### config.mk
export PLATFORM = sky130hd
export DESIGN_NAME = alu_nbit_seq
export DESIGN_NICKNAME = d
export VERILOG_FILES = /design/src/rtl/alu_pkg.sv /design/src/rtl/add_nbit.sv /design/src/rtl/alu_nbit_seq.sv
export SDC_FILE = /design/constraint.sdc
export NUM_CORES = 1
export LEC_CHECK = 0
export BUFFER_PORTS_ARGS = -buffer_cell sky130_fd_sc_hd__clkbuf_2
export CAP_MARGIN = 25
export CORE_ASPECT_RATIO = 1.25
export CORE_MARGIN = 5
export CORE_UTILIZATION = 40
export DETAILED_ROUTE_END_ITERATION = 12
export SLEW_MARGIN = 10
export SYNTH_ARGS = -nofsm -noshare
export SYNTH_HDL_FRONTEND = slang
export SYNTH_SLANG_ARGS = --single-unit
### constraint.sdc
create_clock -name clk -period 25.7 [get_ports clk]
set_clock_uncertainty 0.1 [all_clocks]
set_input_delay 1.285 -clock clk [delete_from_list [all_inputs] [get_ports clk]]
set_output_delay 1.285 -clock clk [all_outputs]
set_load 0.01 [all_outputs]
### src/rtl/alu_pkg.sv
// rtl/alu_pkg.sv - shared op-codes and FSM states for the sequential ALU
package alu_pkg;

    localparam logic [2:0] ALU_ADD = 3'b000;
    localparam logic [2:0] ALU_SUB = 3'b001;
    localparam logic [2:0] ALU_XOR = 3'b010;
    localparam logic [2:0] ALU_SLT = 3'b011;
    localparam logic [2:0] ALU_MUL = 3'b100;

    typedef enum logic [0:0] {
        ST_IDLE = 1'b0,
        ST_MUL  = 1'b1
    } state_t;

endpackage

### src/rtl/add_nbit.sv
// rtl/add_nbit.sv - WIDTH-bit ripple-carry adder with carry in/out
module add_nbit #(
    parameter int WIDTH = 32
) (
    input  logic [WIDTH-1:0] a,
    input  logic [WIDTH-1:0] b,
    input  logic             cin,
    output logic [WIDTH-1:0] sum,
    output logic             cout
);

    logic [WIDTH:0] c;

    assign c[0] = cin;

    for (genvar i = 0; i < WIDTH; i++) begin : g_bit
        assign sum[i]   = a[i] ^ b[i] ^ c[i];
        assign c[i + 1] = (a[i] & b[i]) | (a[i] & c[i]) | (b[i] & c[i]);
    end

    assign cout = c[WIDTH];

endmodule

### src/rtl/alu_nbit_seq.sv
// rtl/alu_nbit_seq.sv - registered N-bit ALU with single-cycle ops and shift-add multiply
module alu_nbit_seq
    import alu_pkg::*;
#(
    parameter int WIDTH = 32
) (
    input  logic             clk,
    input  logic             reset,
    input  logic             Start,
    input  logic [WIDTH-1:0] A,
    input  logic [WIDTH-1:0] B,
    input  logic [2:0]       Cntrl,
    output logic [WIDTH-1:0] Out,
    output logic             Cout,
    output logic             Overflow,
    output logic             Zero,
    output logic             Busy,
    output logic             Done
);

    localparam int CW = $clog2(WIDTH + 1);

    state_t             state;
    logic [CW-1:0]      cnt;
    logic [2*WIDTH-1:0] mcand;
    logic [2*WIDTH-1:0] acc;
    logic [2*WIDTH-1:0] acc_next;
    logic [WIDTH-1:0]   mplier;

    logic             is_sub;
    logic [WIDTH-1:0] b_op;
    logic [WIDTH-1:0] sum;
    logic             add_cout;
    logic             add_ovf;
    logic [WIDTH-1:0] res_out;
    logic             res_cout;
    logic             res_ovf;

    // SUB and SLT share the adder as A + ~B + 1
    assign is_sub = (Cntrl == ALU_SUB) || (Cntrl == ALU_SLT);
    assign b_op   = is_sub ? ~B : B;

    add_nbit #(.WIDTH(WIDTH)) u_add (
        .a    (A),
        .b    (b_op),
        .cin  (is_sub),
        .sum  (sum),
        .cout (add_cout)
    );

    assign add_ovf  = (A[WIDTH-1] == b_op[WIDTH-1]) && (sum[WIDTH-1] != A[WIDTH-1]);
    assign acc_next = mplier[0] ? acc + mcand : acc;

    always_comb begin
        res_out  = '0;
        res_cout = 1'b0;
        res_ovf  = 1'b0;
        case (Cntrl)
            ALU_ADD, ALU_SUB: begin
                res_out  = sum;
                res_cout = add_cout;
                res_ovf  = add_ovf;
            end
            ALU_XOR: res_out = A ^ B;
            ALU_SLT: res_out = {{(WIDTH-1){1'b0}}, sum[WIDTH-1] ^ add_ovf};
            default: res_out = '0;
        endcase
    end

    always_ff @(posedge clk) begin
        if (reset) begin
            state    <= ST_IDLE;
            cnt      <= '0;
            mcand    <= '0;
            mplier   <= '0;
            acc      <= '0;
            Out      <= '0;
            Cout     <= 1'b0;
            Overflow <= 1'b0;
            Zero     <= 1'b1;
            Busy     <= 1'b0;
            Done     <= 1'b0;
        end else begin
            Done <= 1'b0;
            case (state)
                ST_IDLE: begin
                    if (Start) begin
                        if (Cntrl == ALU_MUL) begin
                            mcand  <= {{WIDTH{1'b0}}, A};
                            mplier <= B;
                            acc    <= '0;
                            cnt    <= CW'(WIDTH);
                            Busy   <= 1'b1;
                            state  <= ST_MUL;
                        end else begin
                            Out      <= res_out;
                            Cout     <= res_cout;
                            Overflow <= res_ovf;
                            Zero     <= (res_out == '0);
                            Done     <= 1'b1;
                        end
                    end
                end
                ST_MUL: begin
                    if (cnt != '0) begin
                        acc    <= acc_next;
                        mcand  <= mcand << 1;
                        mplier <= mplier >> 1;
                        cnt    <= cnt - CW'(1);
                    end else begin
                        // one extra cycle after the last iteration to publish the product
                        Out      <= acc[WIDTH-1:0];
                        Cout     <= 1'b0;
                        Overflow <= |acc[2*WIDTH-1:WIDTH];
                        Zero     <= (acc[WIDTH-1:0] == '0);
                        Done     <= 1'b1;
                        Busy     <= 1'b0;
                        state    <= ST_IDLE;
                    end
                end
                default: state <= ST_IDLE;
            endcase
        end
    end

endmodule

==> results of run 1 <==
## power by group through the flow
| stage | registers [mW] | logic (mW) | clock network, mW |
|---|---|---|---|
| finish | 0.331 | 0.105 | 0.364 |
| global route | 0.331 | 0.117 | 0.386 |
| CTS | 0.331 | 0.105 | 0.372 |
| detailed placement | 0.338 | 0.105 | 0 |
| global placement | 0.338 | 0.102 | 0 |
| floorplan | 0.336 | 0.0665 | 0 |
## sequential cells by signal (all words and copies together), names as in the netlist
signal    flops
state         1
Overflow      1
acc          64
Busy          1
mplier       32
cnt           6
Out          32
Zero          1
Done          1
Cout          1
mcand        64
## metal layers
metal / part of all wire [%] / track usage [%] / vias to the layer above
li1: - / - / 5970
met1: 40 / 24.6 / 5763
met2: 51 / 41.1 / 284
met3: 3.6 / 2.79 / 99
met4: 5.5 / 11.6 / 0
met5: 0 / 0 / -
## cells in the mapped netlist, drive strengths merged, types with 2 or more instances
cell,n
ha,66
a211oi,66
nor2,210
xor2,62
nand4,27
nor2b,9
o21ai,71
o21bai,15
a22oi,27
xnor2,61
a2111oi,2
a22o,8
and3,11
a21o,22
nand3,84
buf,20
a221oi,3
o31a,4
o41ai,2
nor3b,3
and2,6
o211ai,5
nand2b,6
o31ai,4
inv,25
or3,5
clkbuf,94
nor4,24
fa,32
a31oi,10
o21a,6
nand2,142
a41oi,4
mux2i,65
o22ai,3
dfxtp,204
a21oi,213
nor3,22
## critical path: cells and delay by family
family	cells	cell delay (ns)
xor gates and xnor gates	1	0.23
buffers and inverters	5	0.80
and+or+nand+nor	3	0.82
adders and majority gates	31	11.88
AOI/OAI and AO/OA	3	0.52
## kinds of logic after synthesis
logic type               count (synthesis)
AND/OR/NAND/NOR                        553
AO/OA/AOI/OAI                          472
multiplexers                            65
adder cells (fa/ha/maj)                 98
flip-flops                             204
XOR/XNOR                               123
buffers and inverters                  139
## layout make-up
type,instances,area (um^2)
Clock inverter,8,123
Tap cell,418,523
Multi-Input combinational cell,1311,8700
Sequential cell,204,4090
Antenna cell,1,2.50
Fill cell,3362,17900
Timing Repair Buffer,119,654
Clock buffer,35,713
Inverter,25,93.8
## worst paths after layout
kind / slack [ns] / from / to / cells after the start
setup / recovery: 10.53 / Cntrl[2] / Zero$_SDFFE_PP1P_ / 43
hold / removal: 0.36 / cnt[4]$_SDFFE_PP0P_ / cnt[4]$_SDFFE_PP0P_ / 1
setup reg to reg: 22.01 / mcand[0]$_SDFFE_PP0P_ / acc[56]$_SDFFE_PP0P_ / 13
hold reg to reg: 0.36 / cnt[4]$_SDFFE_PP0P_ / cnt[4]$_SDFFE_PP0P_ / 1
## through the flow
stage	util, %	area, um^2
after global routing	45.5	14900
after global placement	42.8	14000
after floorplan	-	13300
after detailed placement	42.8	14000
final	45.5	14900
after CTS	45.4	14900
## cells in the final DEF, fill, tap and decap left out, drive strengths merged, types with 15 or more instances in the layout
cell and count:
o21bai 15, a211oi 66, ha 66, nand3 84
nor2 210, nor4 24, xor2 62, o21ai 71
xnor2 61, mux2i 65, nand4 27, nand2 142
clkbuf 140, a21oi 213, a22oi 27, inv 25
dfxtp 204, a21o 22, nor3 22, fa 32
==> out/metrics.cfg, run 1 <==
[setup_path]
required_ns=26.06
crit_path_max_fanout=22
critPathArrivalTime_ns=15.53
cp_common_cell=fa_1
crit_path_top_delay_cell=fa_1
startpoint_type=input pin
timing_worst_setup_path_type=input pin to flop
crit_path_end_kind=flop
slowest_delay_ns=0.48

[drt]
ant_nets=0
drc=0
wl_per_cell_um=19.8
route.vias.total=12100
wirelength_um=42100
vias_per_cell=5.71
firstDrtPassIters=6
drt_iter0_markers=876

[run]
max-cap-violations=0

[layout]
area_growth_pct=12.1
stdcell_count=2121
nNetsFinal=1853
drive_above_1_share_pct=11.2

[synthesis]
syn_area_per_cell_um2=8.04
syn_nets=1822
synth_cell_type_count=70
synthAdderAreaFrac_pct=11.0
synth_edf_count=0
syn-cell-area_mm2=0.0133
synth_top_area_share_pct=30.7
synth_compound_area_share_pct=22.6
synth_top_flop_cell=dfxtp_1
synthSimpleGateAreaFrac_pct=18.6
yosys_warnings=0
synth_top_family_by_area=compound AO/OA/AOI/OAI gates
yosys_register_bits=204
yosysSeqAreaShare_pct=30.7
synth_area_leaders=dfxtp_1 (31%), a21oi_1 (7.9%), ha_1 (6.2%)
synthXorXnorAreaFrac_pct=8.10
synth_top_area_cell=dfxtp_1
synthMuxAreaShare_pct=4.89
syn_inst=1654
async_flop_share_pct=0

[global_route]
overflow=0
antenna_found_initial=1
grt_pass1_vias=11900
grt.total_usage_pct=22.0
grt_pass1_wl_um=65700
grt_max_degree=113

[timing]
setup_viol=0
max_freq_mhz=65.9
tightest_slew_ns=1.09
maxSlewHeadroom_pct=26.8
finalSetupTns_ns=0
hold_viol=0
min_period_ns=15.17
final.setup.worst_slack_ns=10.53
timing.final.crit_share_pct=59.0
whs_ns=0.363
slew_violations=0
rsz0062_at_grt=false

[clocking]
holdBufCountCts=0
cts_setup_buffers=0
clock_sinks=204
clock_latency_ns=0.54
ctsResizeCount=0
htreeDepth=1
cts_root_buf=clkbuf_16
clk_pin_slew_worst_paths_ns=0.06
clockBufferDepth=3
cts_buffers=24
cts_tree=done

[placement]
post-place-ws_ns=10.15
dp_cells=2076
dpl.hpwl_um=30800
gp_congestion=0.919
port_buffers=106

[pwr]
clkPwrFrac_pct=45.5
p_switching_uw=215
power_uw=800
p_seq_share_pct=41.4
peakVddDrop_mv=0.0450
power.internal_uw=585
comb_power_share_pct=13.1
p_per_area_mw_per_mm2=53.7
p_leak_nw=5.66
swShare_pct=26.8

[floorplan]
initial_core_util_pct=40.6
fp.dieH_um=214
fp.dieW_um=173
core_mm2=0.0328
ios=107
rows=74
dieArea_mm2=0.0370

[hold_path]
min_path_type=flop to flop

[run_status]
outcome=finished, final reports clean

Power figures use the tool's default switching activity.
==> inputs of run 2 (changes only) <==
==> constraint.sdc (replaced) <==
create_clock -name clk -period 14.8 [get_ports clk]
set_clock_uncertainty 0.1 [all_clocks]
set_input_delay 0.74 -clock clk [delete_from_list [all_inputs] [get_ports clk]]
set_output_delay 0.74 -clock clk [all_outputs]
set_load 0.01 [all_outputs]
==> run 2 against run 1 <==
  * Global-route usage rose by 0.32 points
  * Sequential power grew 74%
  * Routed wire length about the same
  * Non-clock buffer count is 2 higher
  * Highest routed layer is now met5
  * Utilization is 0.080 points lower
  * Hold slack improved by 0.0011 ns
  * Register-to-register slack got worse by 11 ns
==> out/metrics.cfg, run 2 (synthesis results as in run 1) <==
[timing]
max_freq_mhz=71.3
timing.final.crit_share_pct=94.7
slew_violations=0  ; unchanged
final.setup.worst_slack_ns=0.779  ; was 10.53 ns
whs_ns=0.365  ; was 0.363 ns
setup_viol=0  ; unchanged
rsz0062_at_grt=false  ; unchanged
hold_viol=0  ; unchanged
maxSlewHeadroom_pct=29.1  ; was 26.8%
finalSetupTns_ns=0  ; unchanged
tightest_slew_ns=1.06  ; was 1.09 ns
min_period_ns=14.02

[pwr]
p_per_area_mw_per_mm2=91.5  ; was 53.7 mW/mm^2
peakVddDrop_mv=0.100  ; was 0.0450 mV
clkPwrFrac_pct=44.4  ; was 45.5%
comb_power_share_pct=13.4  ; was 13.1%
swShare_pct=27.3  ; was 26.8%
p_switching_uw=371  ; was 215 uW
p_seq_share_pct=42.2  ; was 41.4%
p_leak_nw=5.67  ; was 5.66 nW
power.internal_uw=990  ; was 585 uW

[drt]
wirelength_um=42100  ; about the same
firstDrtPassIters=5  ; was 6
drc=0  ; unchanged
vias_per_cell=5.73  ; was 5.71
drt_iter0_markers=800  ; was 876
route.vias.total=12200  ; was 12100
ant_nets=0  ; unchanged
wl_per_cell_um=19.8  ; about the same

[floorplan]
fp.dieW_um=173  ; unchanged
core_mm2=0.0328  ; unchanged
rows=74  ; unchanged
dieArea_mm2=0.0370  ; unchanged
initial_core_util_pct=40.6  ; unchanged
fp.dieH_um=214  ; unchanged
ios=107  ; unchanged

[placement]
port_buffers=106  ; unchanged
post-place-ws_ns=0.367  ; was 10.15 ns
gp_congestion=0.912  ; was 0.919
dpl.hpwl_um=31400  ; was 30800 um

[setup_path]
cp_common_cell=fa_1  ; unchanged
worst-r2r-cell-count=13  ; unchanged
worstSetupStartpoint=Cntrl[2]  ; unchanged
timing_worst_setup_path_type=input pin to flop  ; unchanged
slowest_delay_ns=0.47  ; was 0.48 ns
ff2ff_setup_slack_ns=10.99  ; was 22.01 ns
crit_path_end_kind=flop  ; unchanged
r2r_end=acc[56]$_SDFFE_PP0P_  ; unchanged
crit_path_top_delay_cell=fa_1  ; unchanged
required_ns=15.17  ; was 26.06 ns
startpoint_type=input pin  ; unchanged
r2r-start=mcand[0]$_SDFFE_PP0P_  ; unchanged
crit_path_max_fanout=8  ; was 22
critPathArrivalTime_ns=14.39  ; was 15.53 ns

[global_route]
grt.total_usage_pct=22.3  ; was 22.0%
grt_max_degree=123  ; was 113
antenna_found_initial=2  ; was 1
grt_pass1_wl_um=66500  ; was 65700 um
overflow=0  ; unchanged
grt_pass1_vias=12000  ; was 11900

[layout]
diodes=0  ; was 1
drive_above_1_share_pct=11.1  ; was 11.2%
area_growth_pct=11.9  ; was 12.1%
post-route-util_pct=45.4  ; was 45.5%
final_common_cell=a21oi_1  ; unchanged
nNetsFinal=1857  ; was 1853
most-common-layout-cells=a21oi_1 (211), nor2_1 (208), dfxtp_1 (203)  ; unchanged
reg_top3=acc x64, mcand x64  ; unchanged
fillers=3331  ; was 3362

[clocking]
clock_sinks=204  ; unchanged
clockBufferDepth=3  ; unchanged
clk_pin_slew_worst_paths_ns=0.06  ; about the same
ctsResizeCount=0  ; unchanged
cts_tree=done  ; unchanged
holdBufCountCts=0  ; unchanged
cts_setup_buffers=0  ; unchanged
cts_buffers=26  ; was 24
htreeDepth=1  ; unchanged
cts_root_buf=clkbuf_16  ; unchanged
clock_latency_ns=0.55  ; was 0.54 ns

[hold_path]
min_path_type=flop to flop  ; unchanged
worstHoldEndpoint=acc[58]$_SDFFE_PP0P_  ; was cnt[4]$_SDFFE_PP0P_
min-delay-start=acc[58]$_SDFFE_PP0P_  ; was cnt[4]$_SDFFE_PP0P_
worstHoldPathCells=2  ; was 1

[run_status]
outcome=finished, final reports clean  ; unchanged

[run]
max-cap-violations=0  ; unchanged

-- run 2: cell type report --
type	instances	area, um^2	share of cell area [%]
Inverter	25	93.8	0.631
Clock inverter	7	63.8	0.429
Clock buffer	37	733	4.93
Tap cell	418	523	3.52
Multi-Input combinational cell	1311	8700	58.5
Sequential cell	204	4090	27.5
Timing Repair Buffer	121	669	4.50
-- run 2: through the flow --
stage	power, mW	area (um^2)	cells
2_1_floorplan	0.698	13300	1654
3_3_place_gp	0.766	14000	2078
3_5_place_dp	0.771	14000	2078
4_1_cts	1.38	14800	2122
5_1_grt	1.43	14900	2123
6_report	1.36	14900	2123
-- run 2: power by group through the flow --
stage	Clock, mW	Combinational [mW]	Sequential (mW)
after global routing	0.649	0.204	0.576
final	0.605	0.182	0.575
after detailed placement	0	0.184	0.587
after global placement	0	0.179	0.587
after floorplan	0	0.116	0.583
after CTS	0.621	0.184	0.575
-- run 2: critical path, delay by kind of cell --
family | cells | cell delay [ns]
adder cells (fa/ha/maj) | 31 | 11.88
AND/OR/NAND/NOR | 3 | 0.72
AO/OA/AOI/OAI | 3 | 0.49
buffers and inverters | 4 | 0.37
XOR/XNOR | 1 | 0.20
-- run 2: worst max path at each step --
stage	slack [ns]	depth (start not counted)	endpoint
finish	0.78	42	Zero$_SDFFE_PP1P_
global route	0.36	42	Zero$_SDFFE_PP1P_
CTS	0.85	42	Zero$_SDFFE_PP1P_
detailed placement	0.37	42	Zero$_SDFFE_PP1P_
global placement	0.55	43	Zero$_SDFFE_PP1P_
floorplan	0.59	45	Zero$_SDFFE_PP1P_
-- run 2: layer usage --
metal  vias up  share of wire (%)  routed length (um)  global-route usage [%]
li1       5973                  -                   -                       -
met3        85                3.8                1610                    2.75
met1      5824                 39               16200                    24.9
met2       272                 53               22100                    42.4
met5         -              0.064                  27                       0
met4         4                5.0                2110                    10.7
